===== src/rtl/reg_desplazamiento_param.sv =====
// reg_desplazamiento_param: width-parametrised sequential shifter, one bit per clock, four shift modes.
module reg_desplazamiento_param #(
  parameter int WIDTH = 8,
  parameter int AMT_W = 3
) (
  input  logic             clk,
  input  logic             rst,
  input  logic             load,
  input  logic [WIDTH-1:0] Data_In,
  input  logic             start,
  input  logic [1:0]       Mode,
  input  logic [AMT_W-1:0] Amount,
  output logic [WIDTH-1:0] Data_Out,
  output logic             Serial_Out,
  output logic             Busy,
  output logic             Done
);
  typedef enum logic [1:0] {IDLE, SHIFT, DONE} state_t;
  state_t           state;
  logic [1:0]       mode;
  logic [AMT_W-1:0] count;
  logic [WIDTH-1:0] shifted;
  logic             out_bit;
  logic             fill;
  always_comb begin
    fill    = mode == 2'b01 ? Data_Out[WIDTH-1] : mode == 2'b11 ? Data_Out[0] : 1'b0;
    shifted = mode == 2'b10 ? {Data_Out[WIDTH-2:0], 1'b0} : {fill, Data_Out[WIDTH-1:1]};
    out_bit = mode == 2'b10 ? Data_Out[WIDTH-1] : Data_Out[0];
  end
  always_ff @(posedge clk or negedge rst)
    if (!rst) begin
      state      <= IDLE;
      mode       <= 2'b00;
      count      <= '0;
      Data_Out   <= '0;
      Serial_Out <= 1'b0;
      Busy       <= 1'b0;
      Done       <= 1'b0;
    end else
      case (state)
        IDLE:
          if (start) begin
            mode  <= Mode;
            count <= Amount;
            state <= Amount != '0 ? SHIFT : DONE;
            Busy  <= Amount != '0;
            Done  <= Amount == '0;
          end else if (load)
            Data_Out <= Data_In;
        SHIFT: begin
          Data_Out   <= shifted;
          Serial_Out <= out_bit;
          count      <= count - 1'b1;
          if (count == 1) begin
            state <= DONE;
            Busy  <= 1'b0;
            Done  <= 1'b1;
          end
        end
        DONE: begin
          state <= IDLE;
          Done  <= 1'b0;
        end
        default: begin
          state <= IDLE;
          Busy  <= 1'b0;
          Done  <= 1'b0;
        end
      endcase
endmodule

===== config.mk =====
export PLATFORM = sky130hd
export DESIGN_NAME = reg_desplazamiento_param
export DESIGN_NICKNAME = d
export VERILOG_FILES = /design/src/rtl/reg_desplazamiento_param.sv
export SDC_FILE = /design/constraint.sdc
export NUM_CORES = 1
export LEC_CHECK = 0
export ABC_AREA = 1
export BUFFER_PORTS_ARGS = -buffer_cell sky130_fd_sc_hd__buf_2
export CAP_MARGIN = 30
export CORE_UTILIZATION = 57
export CTS_BUF_LIST = sky130_fd_sc_hd__clkbuf_8
export CTS_CLUSTER_DIAMETER = 120
export DETAILED_ROUTE_END_ITERATION = 12
export GPL_TIMING_DRIVEN = 0
export PLACE_DENSITY = 0.93
export RECOVER_POWER = 50
export SKIP_CTS_REPAIR_TIMING = 1
export SLEW_MARGIN = 20
export SYNTH_ARGS = -nofsm -noshare
export SYNTH_HDL_FRONTEND = slang
export SYNTH_SLANG_ARGS = --single-unit

===== constraint.sdc =====
create_clock -name clk -period 2.15 [get_ports clk]
set_clock_uncertainty 0.15 [all_clocks]
set_input_delay 0.1075 -clock clk [delete_from_list [all_inputs] [get_ports clk]]
set_output_delay 0.1075 -clock clk [all_outputs]
set_load 0.02 [all_outputs]

* Word-level counts from Yosys, hierarchy flattened
Index checks and enable logic that the tools add are counted.
** Storage, ports and cells
- Memories :: 0
- Input bits :: 17
- Output and inout port bits :: 11
- Bits in writable memories :: 0
- Bits in registers :: 18
- Word-level logic and storage cells :: 50
- Memory bits (read-only) :: 0
- Latch bits :: 0
** Operators by class
- Equality and inequality tests :: 11
- Bitwise gates (word level) :: 1
- Add/subtract/negate cells :: 1
- Divide/modulo/power cells :: 0
- Shift-type cells :: 0
- Multiply operators :: 0
- $lt $le $gt $ge :: 0
- Muxes and demuxes :: 19
- Reduce and logical (&&, ||, !) cells :: 10
** Operators with widths (number)
- 8-bit 2-to-1 mux :: 3
- 8-bit one-hot mux with 2 select lines :: 1
- 2-bit != test (second input constant) :: 4
- 1-bit 2-to-1 mux :: 7
- 2-bit == test (second input constant) :: 3
- 2-bit 2-to-1 mux :: 3
- 3-bit one-hot mux with 2 select lines :: 1
- 2-bit AND reduction :: 3
- 3-bit AND reduction :: 2
- 2-bit by 1-bit == test with 1-bit output (second input constant) :: 2
- 2-bit one-hot mux with 2 select lines :: 1
- 4-bit AND reduction :: 1
- 3-bit by 1-bit == test with 1-bit output (second input constant) :: 1
- 3-bit zero test :: 1
- 3-bit 2-to-1 mux :: 1
- 3-bit != test (second input constant) :: 1
- 1-bit one-hot mux with 3 select lines :: 1
- 3-bit nonzero test :: 1
- 3-bit by 1-bit subtractor with 3-bit output (second input constant) :: 1
- 2-bit zero test :: 1
- 1-bit one-hot mux with 2 select lines :: 1
- 2-bit nonzero test :: 1
- 1-bit inverter :: 1

* Logic depth before layout (Yosys ltp)
- Word-level depth :: 5
- Mapped depth :: 7
- Gate-level depth less buffers :: 7

* Least setup slack after synthesis
No wires, ideal clock.
- Kind :: register -> register
- Start point :: register, netlist name Done
- End point :: register Data_Out[5]
- Arrival :: 1.130 ns
- Buffers on the path :: 1
- Data required time :: 1.883 ns
- Cell stages (with the launch flop) :: 8
- Clock period less this slack :: 1.397 ns
- Library setup time :: 0.117 ns
- Setup slack :: 0.753 ns
- Cell sequence :: dfrtp_1 -> inv_1 -> nand2_1 -> buf_4 -> nand2_1 -> nand3_1 -> nor2_1 -> nor2_1
** RTL lines
- end signal, assigned :: line 49 : Data_Out <= Data_In;
- end signal, assigned :: line 51 : Data_Out <= shifted;
- end, declared :: line 13 : output logic [WIDTH-1:0] Data_Out,

==> impl_metrics.py <==
metrics = {
    "place": {
        "gp_congestion": 0.875,
        "placed_area_sq_mm": 0.00117,
        "dp.cells": 197,
        "portBuffers": 27,
        "hpwl_mm": 1.71,
    },
    "layout": {
        "syn2layout_area_growth_pct": 21.9,
        "diodes": 0,
        "stdcell_count": 204,
        "final_cell_area_sq_mm": 0.00124,
        "layout_commonest_cell": "nand2_1",
        "finish.utilization": 0.786,
        "layout_common_cells": "nand2_1 (47), nor2_1 (35), buf_2 (22)",
        "final_nets": 208,
        "n_fill_cell": 118,
        "drive_above_1_share": 0.160,
    },
    "hold_path": {
        "hold_class": "in -> reg",
    },
    "pwr": {
        "leakage_nw": 0.697,
        "power.density_mw_per_mm2": 1600,
        "vdd_drop_max_mv": 0.907,
        "power_mw": 1.98,
    },
    "timing": {
        "setup_tns_ns": 0,
        "timing.slew.headroom": 0.382,
        "rsz0062_at_grt": "no",
        "drv_slew": 0,
        "fin_crit_sh": 0.731,
        "worst_slew_pin_slew_ns": 0.927,
        "max_freq_mhz": 636,
        "hold_viol": 0,
        "layout_min_cycle_time_ns": 1.57,
        "setup_viol": 0,
    },
    "run": {
        "maxCapViolCount": 0,
    },
    "global_routing": {
        "grt_usage": 0.257,
        "grt_pass1_wl_mm": 3.76,
        "gr-usage-met1": 0.294,
        "use_met3": 0.0531,
        "grt_pass1_vias": 982,
        "antenna_found_initial": 0,
        "grt_overflow_total": 0,
        "grt_max_degree": 18,
        "grt_use_met2": 0.459,
        "grt.busiest_layer": "met2",
    },
    "floorplan": {
        "die_w_microns": 44.2,
        "dieArea_sq_mm": 0.00196,
        "row_count": 14,
        "die_h_microns": 44.2,
        "ios": 28,
        "coreArea_sq_mm": 0.00158,
        "start_util": 0.644,
    },
    "logic_synthesis": {
        "synth.avg_cell_area_sq_um": 6.60,
        "syn_area_sq_mm": 0.00102,
        "yosysTopAreaCell": "dfrtp_1",
        "netlist_instances": 154,
        "synth_fp_nets": 173,
        "ys_types": 16,
        "seq_area_frac_synth": 0.419,
        "synth_seq_cells": 17,
        "ys_warn_count": 0,
        "synth.top_cell.area_share": 0.419,
        "synth_area_leaders": "dfrtp_1 (42%), nand2_1 (17%), nor2_1 (13%)",
    },
    "critical_path": {
        "crit_family": "simple AND/OR/NAND/NOR gates",
        "worstPathCellList": "nor2_1 -> nand2_1 -> nand2_1 -> inv_1 -> nand2_1 -> o21ai_0",
        "path_buf_inv": 1,
        "cp-end-kind": "register",
        "crit_path_max_fanout": 9,
        "crit_top_cell": "nand2_1",
        "crit_type": "reg -> reg",
        "start_kind": "register",
        "crit_slowest_cell": "dfrtp_1",
        "slowest_delay_ns": 0.44,
        "cp.arrival_ns": 1.54,
        "required_ns": 2.12,
    },
    "routing": {
        "drt-initial-drc-count": 48,
        "routed_wl_mm": 2.37,
        "drcViolationCount": 1,
        "vias": 1095,
        "routed_via_density": 5.37,
        "wl_per_cell_microns": 11.6,
        "postRouteAntennaNets": 0,
        "drt_pass1_iterations": 8,
    },
    "clock_network": {
        "cts_tree": "yes",
        "clk_pin_slew_ns": 0.07,
        "clock_latency_ns": 0.25,
        "cts_buffers": 3,
        "htree_levels": 1,
        "cts.sinks": 17,
        "cts_buffer_depth": 2,
        "ctsRootBufferMaster": "clkbuf_8",
    },
    "run_status": {
        "status": "complete, but fails checks",
        "violations": "design-rule violations",
    },
}
## final cells by class
class / count / area (sq um) / share of cell area
multi-input cells: 117 / 510 / 0.412
inverters: 18 / 67.6 / 0.0545
flip-flops and latches: 17 / 425 / 0.343
well taps: 16 / 20.0 / 0.0162
clock buffers: 3 / 41.3 / 0.0333
repair buffers: 30 / 158 / 0.127
clock inverters: 1 / 3.75 / 0.00303
plain buffers: 2 / 12.5 / 0.0101
## kinds of logic (layout without fill, tap and decap cells)
| group | Yosys count | in the layout | synth area share |
|---|---|---|---|
| flops | 17 | 17 | 0.419 |
| compound gates | 11 | 11 | 0.0566 |
| simple gates | 103 | 103 | 0.413 |
| buf+inv | 20 | 54 | 0.0788 |
| fa+ha+maj | 2 | 2 | 0.0246 |
| xor+xnor | 1 | 1 | 0.00862 |
## state kept, by name, summed over array words and instances, names as in the netlist
name,flops
Serial_Out,1
state,1
mode,2
Done,1
count,3
Data_Out,8
Busy,1
## metal layers
metal / share of wire / vias up
met5: 0 / -
met2: 0.50 / 41
met1: 0.43 / 507
li1: - / 543
met3: 0.058 / 4
met4: 0.012 / 0
## synth_stat cells
cell type,n
nand2_1,47
nor2_1,35
dfrtp_1,17
inv_1,17
nand3_1,16
o21ai_0,7
a21oi_1,3
nor2_2,3
ha_1,2
and3_1,1
buf_2,1
buf_4,1
clkinv_1,1
o211ai_1,1
or2_2,1
xnor2_1,1
## path summary, 6_finish.rpt
path,startpoint,slack [ns],end,cells past startpoint
setup / recovery,Done,0.58,Data_Out[0],6
hold / removal,Data_In[7],0.02,Data_Out[7],5
setup reg to reg,Done,0.58,Data_Out[0],6
hold reg to reg,Busy,0.33,Busy,2
max in group asynchronous,rst,0.92,count[1],2
min in group asynchronous,rst,0.36,Data_Out[2],2
## power breakdown
| part | switching, mW | leakage, nW | total, mW | internal [mW] |
|---|---|---|---|---|
| Clock | 0.102 | 0.0269 | 0.228 | 0.126 |
| Combinational | 0.739 | 0.467 | 1.12 | 0.380 |
| Sequential | 0.148 | 0.202 | 0.631 | 0.483 |
## worst min-delay path: cells and delay by family
family / cells / cell delay [ns]
buf+inv: 1 / 0.08
simple gates: 4 / 0.19
## metrics by stage
stage          hold slack (ns)  setup slack, ns
2_1_floorplan           -0.338            0.753
3_3_place_gp            -0.107            0.684
3_5_place_dp            -0.102            0.628
4_1_cts                 -0.371            0.599
5_1_grt                 0.0281            0.478
6_report                0.0199            0.579
Power figures use the tool's default switching activity.
